==> src/rtl/usb_ep_pkg.sv <==
// usb_ep_pkg: shared definitions for the USB endpoint controller.
//   - handshake_e : handshake encodings returned to the protocol core
//   - MaxPktDefault : default packet buffer size in bytes
//   - ptr_width() : address width needed for a buffer of a given depth
package usb_ep_pkg;

  typedef enum logic [1:0] {
    hs_ack   = 2'b00,
    hs_none  = 2'b01,
    hs_nak   = 2'b10,
    hs_stall = 2'b11
  } handshake_e;

  localparam int unsigned MaxPktDefault = 64;

  function automatic int unsigned ptr_width(input int unsigned depth);
    return $clog2(depth);
  endfunction

endpackage

==> src/rtl/usb_ep_ctrl_if.sv <==
// usb_ep_ctrl_if: transaction interface between the USB protocol core and the
// endpoint controller.
//   master (core side)  : drives transaction_active, endpoint, direction_in, setup,
//                         data_out, data_strobe, success; reads the rest
//   slave  (endpoint)   : drives data_toggle, handshake, data_in, data_in_valid
interface usb_ep_ctrl_if;
  import usb_ep_pkg::*;

  logic       transaction_active;
  logic [3:0] endpoint;
  logic       direction_in;
  logic       setup;
  logic [7:0] data_out;
  logic       data_strobe;
  logic       success;
  logic       data_toggle;
  handshake_e handshake;
  logic [7:0] data_in;
  logic       data_in_valid;

  modport master (
    output transaction_active, endpoint, direction_in, setup, data_out, data_strobe, success,
    input  data_toggle, handshake, data_in, data_in_valid
  );

  modport slave (
    input  transaction_active, endpoint, direction_in, setup, data_out, data_strobe, success,
    output data_toggle, handshake, data_in, data_in_valid
  );

endinterface

==> src/rtl/usb_ep_pktbuf.sv <==
// usb_ep_pktbuf: simple dual-port byte RAM used as a packet buffer.
//   clk_48 : clock
//   we     : write enable; wdata stored at waddr
//   raddr  : read address
//   rdata  : mem[raddr], registered (1-cycle latency)
module usb_ep_pktbuf
  import usb_ep_pkg::*;
#(
  parameter int unsigned Depth = MaxPktDefault,
  parameter int unsigned AddrW = ptr_width(MaxPktDefault)
) (
  input  logic             clk_48,
  input  logic             we,
  input  logic [AddrW-1:0] waddr,
  input  logic [7:0]       wdata,
  input  logic [AddrW-1:0] raddr,
  output logic [7:0]       rdata
);

  logic [7:0] mem [Depth];
  logic [7:0] rdata_q;

  always_ff @(posedge clk_48) begin
    if (we) begin
      mem[waddr] <= wdata;
    end
    rdata_q <= mem[raddr];
  end

  assign rdata = rdata_q;

endmodule

==> src/rtl/usb_ep_ctrl.sv <==
// usb_ep_ctrl: endpoint controller sitting behind the USB protocol core.
// Answers each core transaction with a handshake and data toggle, captures
// OUT/SETUP payloads into an RX buffer and sources IN payloads from a TX buffer.
//   clk_48, rst_n (sync, active low), usb_rst (sync bus reset, active high)
//   core          : transaction interface (slave modport)
//   rx_*          : held RX packet status, registered read port, release pulse
//   tx_*          : TX buffer write port, commit pulse, pending/done status
//   stall_set/clr : per-endpoint stall control (set wins)
// Optional: define USB_EP_STATS_EN to add saturating nak_count/stall_count outputs.
module usb_ep_ctrl
  import usb_ep_pkg::*;
#(
  parameter int unsigned NUM_EP  = 2,
  parameter int unsigned MAX_PKT = MaxPktDefault
) (
  input  logic              clk_48,
  input  logic              rst_n,
  input  logic              usb_rst,
  usb_ep_ctrl_if.slave      core,
  output logic              rx_valid,
  output logic [3:0]        rx_ep,
  output logic              rx_setup,
  output logic [6:0]        rx_len,
  input  logic [5:0]        rx_raddr,
  output logic [7:0]        rx_rdata,
  input  logic              rx_release,
  input  logic              tx_we,
  input  logic [5:0]        tx_waddr,
  input  logic [7:0]        tx_wdata,
  input  logic              tx_commit,
  input  logic [3:0]        tx_ep,
  input  logic [6:0]        tx_len,
  output logic              tx_pending,
  output logic              tx_done,
  input  logic [NUM_EP-1:0] stall_set,
  input  logic [NUM_EP-1:0] stall_clr
`ifdef USB_EP_STATS_EN
  ,
  output logic [15:0]       nak_count,
  output logic [15:0]       stall_count
`endif
);

  localparam int unsigned AddrW = ptr_width(MAX_PKT);
  localparam int unsigned EpW   = (NUM_EP > 1) ? $clog2(NUM_EP) : 1;

  logic srst;
  assign srst = !rst_n || usb_rst;

  // State
  logic              active_q;
  logic [6:0]        wr_ptr_q, wr_ptr_d;
  logic              overflow_q, overflow_d;
  logic [6:0]        rd_ptr_q, rd_ptr_d;
  logic              rx_valid_q, rx_valid_d;
  logic [3:0]        rx_ep_q, rx_ep_d;
  logic              rx_setup_q, rx_setup_d;
  logic [6:0]        rx_len_q, rx_len_d;
  logic              tx_pending_q, tx_pending_d;
  logic [3:0]        tx_ep_q, tx_ep_d;
  logic [6:0]        tx_len_q, tx_len_d;
  logic              tx_done_q, tx_done_d;
  logic [NUM_EP-1:0] out_tgl_q, out_tgl_d;
  logic [NUM_EP-1:0] in_tgl_q, in_tgl_d;
  logic [NUM_EP-1:0] stall_q, stall_d;

  // Transaction decode
  logic [EpW-1:0] ep_idx;
  logic           ep_ok;
  logic           stall_ep;
  logic           is_setup;
  logic           out_accept;
  logic           out_ack;
  logic           in_ack;
  logic           fall;
  logic           rx_we;
  logic           ovf_hit;
  logic           out_done;
  logic           in_done;
  logic           rx_latch;
  handshake_e     hs;
  logic [7:0]     tx_rdata;

  assign ep_idx   = core.endpoint[EpW-1:0];
  assign ep_ok    = {1'b0, core.endpoint} < 5'(NUM_EP);
  assign stall_ep = ep_ok && stall_q[ep_idx];
  assign is_setup = core.setup && !core.direction_in;
  assign fall     = active_q && !core.transaction_active;

  // SETUP bypasses the stall bit so the host can always recover the endpoint.
  assign out_accept = core.transaction_active && !core.direction_in && ep_ok &&
                      (is_setup || !stall_ep) && !rx_valid_q;
  assign out_ack    = out_accept && !overflow_q;
  assign in_ack     = core.transaction_active && core.direction_in && ep_ok && !stall_ep &&
                      tx_pending_q && (tx_ep_q == core.endpoint);

  // Bytes past MAX_PKT flag overflow, which turns the handshake into NAK and
  // makes the core withhold success.
  assign rx_we    = out_ack && core.data_strobe && (wr_ptr_q < 7'(MAX_PKT));
  assign ovf_hit  = out_ack && core.data_strobe && (wr_ptr_q == 7'(MAX_PKT));
  assign out_done = out_ack && core.success;
  assign in_done  = in_ack && core.success;
  // A release in the same cycle wins; the packet is not latched.
  assign rx_latch = out_done && !rx_release;

  always_comb begin
    hs = hs_nak;
    if (!core.transaction_active) begin
      hs = hs_nak;
    end else if (!ep_ok || (stall_ep && !is_setup)) begin
      hs = hs_stall;
    end else if (!core.direction_in) begin
      hs = out_ack ? hs_ack : hs_nak;
    end else begin
      hs = in_ack ? hs_ack : hs_nak;
    end
  end

  always_comb begin
    core.data_toggle = 1'b0;
    if (core.transaction_active && ep_ok) begin
      if (core.direction_in) begin
        core.data_toggle = in_tgl_q[ep_idx];
      end else if (!core.setup) begin
        core.data_toggle = out_tgl_q[ep_idx];
      end
    end
  end

  assign core.handshake     = hs;
  assign core.data_in       = tx_rdata;
  assign core.data_in_valid = in_ack && (rd_ptr_q < tx_len_q);

  always_comb begin
    wr_ptr_d     = wr_ptr_q;
    overflow_d   = overflow_q;
    rd_ptr_d     = rd_ptr_q;
    rx_valid_d   = rx_valid_q;
    rx_ep_d      = rx_ep_q;
    rx_setup_d   = rx_setup_q;
    rx_len_d     = rx_len_q;
    tx_pending_d = tx_pending_q;
    tx_ep_d      = tx_ep_q;
    tx_len_d     = tx_len_q;
    tx_done_d    = 1'b0;
    out_tgl_d    = out_tgl_q;
    in_tgl_d     = in_tgl_q;
    stall_d      = stall_q & ~stall_clr;

    // RX write pointer
    if (rx_we) begin
      wr_ptr_d = wr_ptr_q + 7'd1;
    end
    if (ovf_hit) begin
      overflow_d = 1'b1;
    end
    if (fall || (core.transaction_active && core.success && !core.direction_in)) begin
      wr_ptr_d   = '0;
      overflow_d = 1'b0;
    end

    // RX packet status
    if (rx_release) begin
      rx_valid_d = 1'b0;
    end else if (rx_latch) begin
      rx_valid_d = 1'b1;
      rx_len_d   = wr_ptr_q;
      rx_ep_d    = core.endpoint;
      rx_setup_d = is_setup;
    end

    // OUT/SETUP completion updates toggles even when the latch loses to a release,
    // since the host has already seen the ACK.
    if (out_done) begin
      if (is_setup) begin
        out_tgl_d[ep_idx] = 1'b1;
        in_tgl_d[ep_idx]  = 1'b1;
        stall_d[ep_idx]   = 1'b0;
      end else begin
        out_tgl_d[ep_idx] = ~out_tgl_q[ep_idx];
      end
    end

    // IN read pointer; rewinds on any transaction end so a retry resends from byte 0.
    if (in_ack && core.data_strobe && (rd_ptr_q < tx_len_q)) begin
      rd_ptr_d = rd_ptr_q + 7'd1;
    end
    if (fall || in_done) begin
      rd_ptr_d = '0;
    end

    // TX arm / completion
    if (in_done) begin
      tx_pending_d     = 1'b0;
      tx_done_d        = 1'b1;
      in_tgl_d[ep_idx] = ~in_tgl_q[ep_idx];
    end else if (tx_commit && !tx_pending_q) begin
      tx_pending_d = 1'b1;
      tx_ep_d      = tx_ep;
      tx_len_d     = tx_len;
    end

    stall_d = stall_d | stall_set;
  end

  always_ff @(posedge clk_48) begin
    if (srst) begin
      active_q     <= 1'b0;
      wr_ptr_q     <= '0;
      overflow_q   <= 1'b0;
      rd_ptr_q     <= '0;
      rx_valid_q   <= 1'b0;
      rx_ep_q      <= '0;
      rx_setup_q   <= 1'b0;
      rx_len_q     <= '0;
      tx_pending_q <= 1'b0;
      tx_ep_q      <= '0;
      tx_len_q     <= '0;
      tx_done_q    <= 1'b0;
      out_tgl_q    <= '0;
      in_tgl_q     <= '0;
      stall_q      <= '0;
    end else begin
      active_q     <= core.transaction_active;
      wr_ptr_q     <= wr_ptr_d;
      overflow_q   <= overflow_d;
      rd_ptr_q     <= rd_ptr_d;
      rx_valid_q   <= rx_valid_d;
      rx_ep_q      <= rx_ep_d;
      rx_setup_q   <= rx_setup_d;
      rx_len_q     <= rx_len_d;
      tx_pending_q <= tx_pending_d;
      tx_ep_q      <= tx_ep_d;
      tx_len_q     <= tx_len_d;
      tx_done_q    <= tx_done_d;
      out_tgl_q    <= out_tgl_d;
      in_tgl_q     <= in_tgl_d;
      stall_q      <= stall_d;
    end
  end

  assign rx_valid   = rx_valid_q;
  assign rx_ep      = rx_ep_q;
  assign rx_setup   = rx_setup_q;
  assign rx_len     = rx_len_q;
  assign tx_pending = tx_pending_q;
  assign tx_done    = tx_done_q;

  usb_ep_pktbuf #(
    .Depth (MAX_PKT),
    .AddrW (AddrW)
  ) u_rx_buf (
    .clk_48 (clk_48),
    .we     (rx_we),
    .waddr  (wr_ptr_q[AddrW-1:0]),
    .wdata  (core.data_out),
    .raddr  (rx_raddr[AddrW-1:0]),
    .rdata  (rx_rdata)
  );

  // The buffer is frozen while a packet is armed so a retry resends identical data.
  usb_ep_pktbuf #(
    .Depth (MAX_PKT),
    .AddrW (AddrW)
  ) u_tx_buf (
    .clk_48 (clk_48),
    .we     (tx_we && !tx_pending_q),
    .waddr  (tx_waddr[AddrW-1:0]),
    .wdata  (tx_wdata),
    .raddr  (rd_ptr_q[AddrW-1:0]),
    .rdata  (tx_rdata)
  );

`ifdef USB_EP_STATS_EN
  logic [15:0] nak_count_q, stall_count_q;
  handshake_e  last_hs_q;
  logic        done_seen_q;

  // The handshake seen just before success is the one the host got; freeze it
  // so post-success status changes (rx_valid, tx_pending) do not count as NAKs.
  always_ff @(posedge clk_48) begin
    if (srst) begin
      nak_count_q   <= '0;
      stall_count_q <= '0;
      last_hs_q     <= hs_none;
      done_seen_q   <= 1'b0;
    end else begin
      if (core.transaction_active && !done_seen_q) begin
        last_hs_q <= hs;
      end
      if (core.transaction_active && core.success) begin
        done_seen_q <= 1'b1;
      end
      if (fall) begin
        done_seen_q <= 1'b0;
        if (last_hs_q == hs_nak && nak_count_q != 16'hffff) begin
          nak_count_q <= nak_count_q + 16'd1;
        end
        if (last_hs_q == hs_stall && stall_count_q != 16'hffff) begin
          stall_count_q <= stall_count_q + 16'd1;
        end
      end
    end
  end

  assign nak_count   = nak_count_q;
  assign stall_count = stall_count_q;
`endif

endmodule
==> src/flat_wrapper.sv <==
// flat-port wrapper written by rule: the top's interface ports become plain ports
module usb_ep_ctrl_flat import usb_ep_pkg::*;
#(
  parameter int unsigned NUM_EP  = 2,
  parameter int unsigned MAX_PKT = MaxPktDefault
)
  (clk_48, rst_n, usb_rst, rx_valid, rx_ep, rx_setup, rx_len, rx_raddr, rx_rdata, rx_release, tx_we, tx_waddr, tx_wdata, tx_commit, tx_ep, tx_len, tx_pending, tx_done, stall_set, stall_clr, core_transaction_active, core_endpoint, core_direction_in, core_setup, core_data_out, core_data_strobe, core_success, core_data_toggle, core_handshake, core_data_in, core_data_in_valid);
  usb_ep_ctrl_if core_i ();
  input  logic clk_48;
  input  logic rst_n;
  input  logic usb_rst;
  output logic rx_valid;
  output logic [3:0] rx_ep;
  output logic rx_setup;
  output logic [6:0] rx_len;
  input  logic [5:0] rx_raddr;
  output logic [7:0] rx_rdata;
  input  logic rx_release;
  input  logic tx_we;
  input  logic [5:0] tx_waddr;
  input  logic [7:0] tx_wdata;
  input  logic tx_commit;
  input  logic [3:0] tx_ep;
  input  logic [6:0] tx_len;
  output logic tx_pending;
  output logic tx_done;
  input  logic [NUM_EP-1:0] stall_set;
  input  logic [NUM_EP-1:0] stall_clr;
  input wire logic [$bits(core_i.transaction_active)-1:0] core_transaction_active;
  input wire logic [$bits(core_i.endpoint)-1:0] core_endpoint;
  input wire logic [$bits(core_i.direction_in)-1:0] core_direction_in;
  input wire logic [$bits(core_i.setup)-1:0] core_setup;
  input wire logic [$bits(core_i.data_out)-1:0] core_data_out;
  input wire logic [$bits(core_i.data_strobe)-1:0] core_data_strobe;
  input wire logic [$bits(core_i.success)-1:0] core_success;
  output wire logic [$bits(core_i.data_toggle)-1:0] core_data_toggle;
  output wire logic [$bits(core_i.handshake)-1:0] core_handshake;
  output wire logic [$bits(core_i.data_in)-1:0] core_data_in;
  output wire logic [$bits(core_i.data_in_valid)-1:0] core_data_in_valid;
  assign core_i.transaction_active = core_transaction_active;
  assign core_i.endpoint = core_endpoint;
  assign core_i.direction_in = core_direction_in;
  assign core_i.setup = core_setup;
  assign core_i.data_out = core_data_out;
  assign core_i.data_strobe = core_data_strobe;
  assign core_i.success = core_success;
  assign core_data_toggle = core_i.data_toggle;
  assign core_handshake = core_i.handshake;
  assign core_data_in = core_i.data_in;
  assign core_data_in_valid = core_i.data_in_valid;
  usb_ep_ctrl #(.NUM_EP(NUM_EP), .MAX_PKT(MAX_PKT)) u_core (.clk_48(clk_48), .rst_n(rst_n), .usb_rst(usb_rst), .core(core_i), .rx_valid(rx_valid), .rx_ep(rx_ep), .rx_setup(rx_setup), .rx_len(rx_len), .rx_raddr(rx_raddr), .rx_rdata(rx_rdata), .rx_release(rx_release), .tx_we(tx_we), .tx_waddr(tx_waddr), .tx_wdata(tx_wdata), .tx_commit(tx_commit), .tx_ep(tx_ep), .tx_len(tx_len), .tx_pending(tx_pending), .tx_done(tx_done), .stall_set(stall_set), .stall_clr(stall_clr));
endmodule
==> config.mk <==
export PLATFORM = sky130hd
export DESIGN_NAME = usb_ep_ctrl_flat
export DESIGN_NICKNAME = d
export VERILOG_FILES = /design/src/rtl/usb_ep_pkg.sv /design/src/rtl/usb_ep_ctrl_if.sv /design/src/rtl/usb_ep_pktbuf.sv /design/src/rtl/usb_ep_ctrl.sv /design/src/flat_wrapper.sv
export SDC_FILE = /design/constraint.sdc
export NUM_CORES = 1
export LEC_CHECK = 0
export ABC_AREA = 1
export CAP_MARGIN = 25
export CORE_UTILIZATION = 40
export DETAILED_ROUTE_END_ITERATION = 7
export PLACE_DENSITY = 0.63
export SETUP_SLACK_MARGIN = 0.4
export SLEW_MARGIN = 40
export SYNTH_ARGS = -nofsm -noshare
export SYNTH_HDL_FRONTEND = slang
export SYNTH_SLANG_ARGS = --single-unit
==> constraint.sdc <==
create_clock -name clk_48 -period 3.8 [get_ports clk_48]
set_clock_uncertainty 0.2 [all_clocks]
set_input_delay 0.76 -clock clk_48 [delete_from_list [all_inputs] [get_ports clk_48]]
set_output_delay 0.76 -clock clk_48 [all_outputs]
set_load 0.1 [all_outputs]
After elaboration in Yosys (flattened, before gate mapping)
Memories as Yosys holds them, arrays and structs flattened. A register that Yosys moved wholly into a read port is not among the register bits.
Index checks and enable logic that the tools add are counted.
- register bits: 48
- RAM bits: 1024
- memories: 2
- memory list (memory ; depth ; bits a word ; rd ports ; clocked after memory_dff ; wr ports ; line ; text):
    u_core.u_rx_buf.mem ; 64 ; 8 ; 1 ; 1 ; 1 ; usb_ep_pktbuf.sv:20 ; logic [7:0] mem [Depth];
    u_core.u_tx_buf.mem ; 64 ; 8 ; 1 ; 1 ; 1 ; usb_ep_pktbuf.sv:20 ;
- $add $sub $neg: 2
- $lt $le $gt $ge: 5
- eq/ne operators: 2
- multiplexer cells: 29
- bitwise operators: 11
- reduce and logical (&&, ||, !) cells: 50
- operator list (cell ; number):
    logical AND 1 bit ; 29
    2-to-1 mux 2 bit ; 11
    2-to-1 mux 1 bit ; 15
    adder 7 x 1 -> 7 bit, second input constant ; 2
    logical NOT 1 bit ; 10
    OR reduction 2 bit ; 4
    equality test 7 bit, second input constant ; 1
    < comparator 7 bit ; 1
    < comparator 7 bit, second input constant ; 1
    OR 2 bit ; 3
    logical OR 1 bit ; 5
    bitwise AND 2 bit ; 2
    bitwise mux 2 bit ; 2
    equality test 4 bit ; 1
    < comparator 4 x 2 -> 1 bit, second input constant ; 1
    inverter 1 bit ; 4
    inverter 2 bit ; 2
    AND reduction 2 bit ; 2
    < comparator 1 x 2 -> 1 bit, second input constant ; 1
    demux 1 bit (select 1 bit) ; 1
    greater-or-equal comparator 1 bit, second input constant ; 1

Longest topological paths before layout
- word-level depth: 12
- mapped depth: 15

Cells and area by module
From an unflattened synthesis, not the netlist that was laid out.
- cells, all modules: 3974
- area, all modules: 45249.6 um^2
- by module, submodules not included (module ; instances ; cells each ; area each (um^2)):
    usb_ep_pktbuf ; 2 ; 1805 ; 21339.2
    usb_ep_ctrl ; 1 ; 364 ; 2571.2

Worst setup path before layout
No wires, ideal clock.
- path type: input-to-output
- from: in core_endpoint[2]
- to: out core_data_toggle
- arrival time: 3.466 ns
- setup slack: -0.626 ns
- stages: 5
- buffers on the path: 0
- cells stage by stage: inv_1 > nand2_1 > nor3_1 > inv_1 > o32ai_1
- longest elaborated chain between the ends: 3
- ends and longest elaborated chain (what ; line ; text):
    start, declared ; flat_wrapper.sv:30 ; input wire logic [$bits(core_i.endpoint)-1:0] core_endpoint;
    < comparator 4 x 2 -> 1 bit ; usb_ep_ctrl.sv:85 ; assign ep_ok = {1'b0, core.endpoint} < 5'(NUM_EP);
    logical AND 1 bit ; usb_ep_ctrl.sv:121 ; if (core.transaction_active && ep_ok) begin
    2-to-1 mux 1 bit ; usb_ep_ctrl.sv:121 ;
    end, declared ; flat_wrapper.sv:36 ; output wire logic [$bits(core_i.data_toggle)-1:0] core_data_toggle;
No other way between the ends.

Worst setup path in the final report
- from: reg u_core.rd_ptr_q[2]
- to: out core_data_in_valid
- longest elaborated chain between the ends: 2
- ends and longest elaborated chain (what ; line ; text):
    start, declared ; usb_ep_ctrl.sv:54 ; logic [6:0] rd_ptr_q, rd_ptr_d;
    start signal, assigned ; usb_ep_ctrl.sv:227 ; rd_ptr_q <= rd_ptr_d;
    < comparator 7 bit ; usb_ep_ctrl.sv:132 ; assign core.data_in_valid = in_ack && (rd_ptr_q < tx_len_q);
    logical AND 1 bit ; usb_ep_ctrl.sv:132 ;
    end, declared ; flat_wrapper.sv:39 ; output wire logic [$bits(core_i.data_in_valid)-1:0] core_data_in_valid;
No other way between the ends.

==> impl_metrics.yaml <==
run_status:
  status: "finished, final reports clean"
synthesis:
  synth_nets: 4066
  async_flop_share: 0
  synthTopCellsByCount: "nand2_1, edfxtp_1, nand3_1"
  ys_seq_area_frac: 0.718
  ys_ff_latch: 1088
  synth_edf_count: 1024
  synth.most_common_cell: "nand2_1"
  syn-cell-area_sq_um: 44600
  yosys.area.top_type_share: 0.689
  synth_cell_type_count: 36
  synth_ff_type: "edfxtp_1"
  synth_area_leaders: "edfxtp_1, nand2_1, nand3_1, nor2_1, dfxtp_1"
  yosys_warnings: 0
  syn_inst: 3998
  syn_area_per_cell_sq_um: 11.2
  synth_largest_area_cell: "edfxtp_1"
final_layout:
  num-fill-cells: 9856
  diodes: 0
  layout.nets: 4237
  area_growth_pct: 16.2
  stdcell_count: 5753
  drive_gt1_frac: 0.106
die:
  rows: 122
  die_width_um: 336
  start_util: 0.403
  die_area_sq_um: 113000
  core_area_sq_um: 111000
  io-pin-count: 93
  die_h_um: 336
grt:
  grt_pass1_wl_um: 172000
  antenna_found_initial: 0
  globalRouteOverflowTotal: 0
  grt_start_max_net_pins: 177
  grt_pass1_vias: 29100
  track_usage: 0.200
setup_path:
  cp_slowest_cell: "dfxtp_1"
  cp.arrival_ns: 2.30
  path_buf_inv: 1
  cp-start-kind: "flop"
  cp.required_ns: 2.84
  critPathMaxFanout: 6
  cpPeakStageDelay_ns: 0.48
  worstSetupEndpointType: "output port"
  cp_top_family: "flip-flops"
  crit_chain: "ha_1 -> a21oi_1 -> nand2_1 -> a21oi_4 -> and2_1 -> buf_12"
  path_class: "reg2out"
detailed_routing:
  drt_pass1_iterations: 6
  antenna_left: 0
  drt_iter0_drc: 2901
  vias: 30000
  vias_per_cell: 5.22
  post-route-drc-count: 0
  drt-total-wl_um: 113000
  post_drt_wl_per_cell_um: 19.7
cts:
  ctsHoldBuffers: 0
  cts_inserted_buffers: 110
  cts.sinks: 1088
  htree_levels: 3
  max-clock-path-buffers: 3
  cts_root_buf: "clkbuf_16"
  cts_tree: "yes"
  worstSkewPairLatency_ns: 0.70
  path_clk_slew_ns: 0.06
sta:
  tns_ns: 0
  worst_slew_pin_slew_ns: 0.863
  fin_crit_sh: 0.858
  rsz0062_at_grt: "false"
  slew_viol_final: 0
  finalSetupViolations: 0
  period_minus_slack_ns: 3.26
  worst_slew_margin_rel: 0.424
  hold_viol: 0
  fmax_ghz: 0.307
hold_path:
  holdCritPathClass: "reg2reg"
job:
  max-cap-violations: 0
power:
  vdd.ir_drop.worst_v: 0.000407
  total_leakage_power_nw: 18.8
  p_per_area_nw_per_um2: 494
placed_design:
  io_buffers: 92
  dp.cells: 5543
  hpwl_um: 68500
  globalplace.congestion: 0.882
-- placed cells by master (no fill, tap or decap), types with 3 or more instances in the layout --
master | Yosys | layout
clkinvlp_4 | 0 | 3
nand3_1 | 600 | 600
nor2_1 | 499 | 499
edfxtp_1 | 1024 | 1024
clkinv_8 | 0 | 4
clkbuf_16 | 0 | 111
nand3_2 | 4 | 4
clkinv_2 | 0 | 29
xor2_1 | 6 | 6
clkbuf_1 | 110 | 12
inv_2 | 5 | 3
inv_6 | 0 | 7
bufinv_16 | 0 | 20
a21oi_1 | 57 | 56
o21ai_0 | 218 | 217
buf_12 | 0 | 24
inv_1 | 125 | 123
nor3_2 | 1 | 3
nand4_1 | 19 | 19
dfxtp_1 | 64 | 62
nor3_1 | 15 | 13
clkdlybuf4s50_1 | 0 | 37
clkinv_1 | 2 | 23
buf_2 | 77 | 45
nand2_1 | 1066 | 1066
buf_4 | 6 | 176
nor2_4 | 4 | 4
o211ai_1 | 35 | 35
or2_2 | 3 | 3
ha_1 | 10 | 10
-- flip-flops by register name, indices dropped and copies added, names as in the netlist, named ones only --
name / cells
u_core.u_rx_buf.mem: 512
u_core.overflow_q: 1
u_core.active_q: 1
u_core.out_tgl_q: 2
u_core.u_tx_buf.rdata: 8
u_core.tx_ep_q: 4
u_core.rd_ptr_q: 7
u_core.rx_setup: 1
u_core.wr_ptr_q: 7
u_core.u_tx_buf.mem: 512
u_core.rx_ep: 4
u_core.rx_len: 7
u_core.tx_pending: 1
u_core.tx_done: 1
u_core.rx_valid: 1
u_core.u_rx_buf.rdata: 8
u_core.tx_len_q: 7
u_core.stall_q: 2
-- stage by stage --
step           total power [mW]  hold WS (ns)  setup slack, ns  area, sq um   util
2_1_floorplan              14.0         0.235            0.386        44600      -
3_3_place_gp               14.5         0.230            0.190        48100  0.435
3_5_place_dp               14.5         0.237            0.121        48000  0.434
4_1_cts                    25.7         0.246            0.423        51800  0.468
5_1_grt                    26.3         0.266            0.440        51800  0.468
6_report                   25.6         0.244            0.540        51800  0.468
-- layer usage --
layer  wire, um  track usage
met2      56000        0.344
met4       3780       0.0726
met5          0            0
met1      46200        0.257
met3       7420       0.0276
-- cells by family after synthesis --
group / share of synthesized area
xor+xnor: 0.00137
buf+inv: 0.0334
flops: 0.718
compound gates: 0.0379
fa+ha+maj: 0.00280
simple gates: 0.207
-- worst paths after layout --
path | endpoint | depth (start not counted) | slack, ns | start
setup reg to reg | u_core.u_tx_buf.rdata[5] | 11 | 1.04 | u_core.rd_ptr_q[1]
hold reg to reg | u_core.rx_ep[3] | 2 | 0.24 | u_core.rx_ep[3]
setup / recovery | core_data_in_valid | 6 | 0.54 | u_core.rd_ptr_q[2]
hold / removal | u_core.rx_ep[3] | 2 | 0.24 | u_core.rx_ep[3]
-- tightest hold or removal path: cells and delay by family, from the launching register on --
family / cells / cell delay, ns
simple gates: 2 / 0.10
flops: 1 / 0.31
-- what timing repair did --
item	4_1_cts	5_1_grt
gates resized for setup	1	3
pin swaps	1	0
hold endpoints to repair	0	0
buffers inserted	2	0
setup endpoints to repair	1	2
-- report_power, final --
part	switching, mW	total (mW)	internal, mW
Sequential	0.0120	13.1	13.1
Combinational	0.824	1.09	0.270
Clock	4.65	11.4	6.73
-- cell type report --
cell class	count	area [sq um]	share of cell area
timing repair buffer	287	2470	0.0477
sequential	1088	32000	0.618
tap	1488	1860	0.0359
clock inverter	85	993	0.0192
multi-input combinational	2550	11100	0.215
clock buffer	123	2820	0.0544
inverter	132	509	0.00982
(Power assumes the default switching activity.)
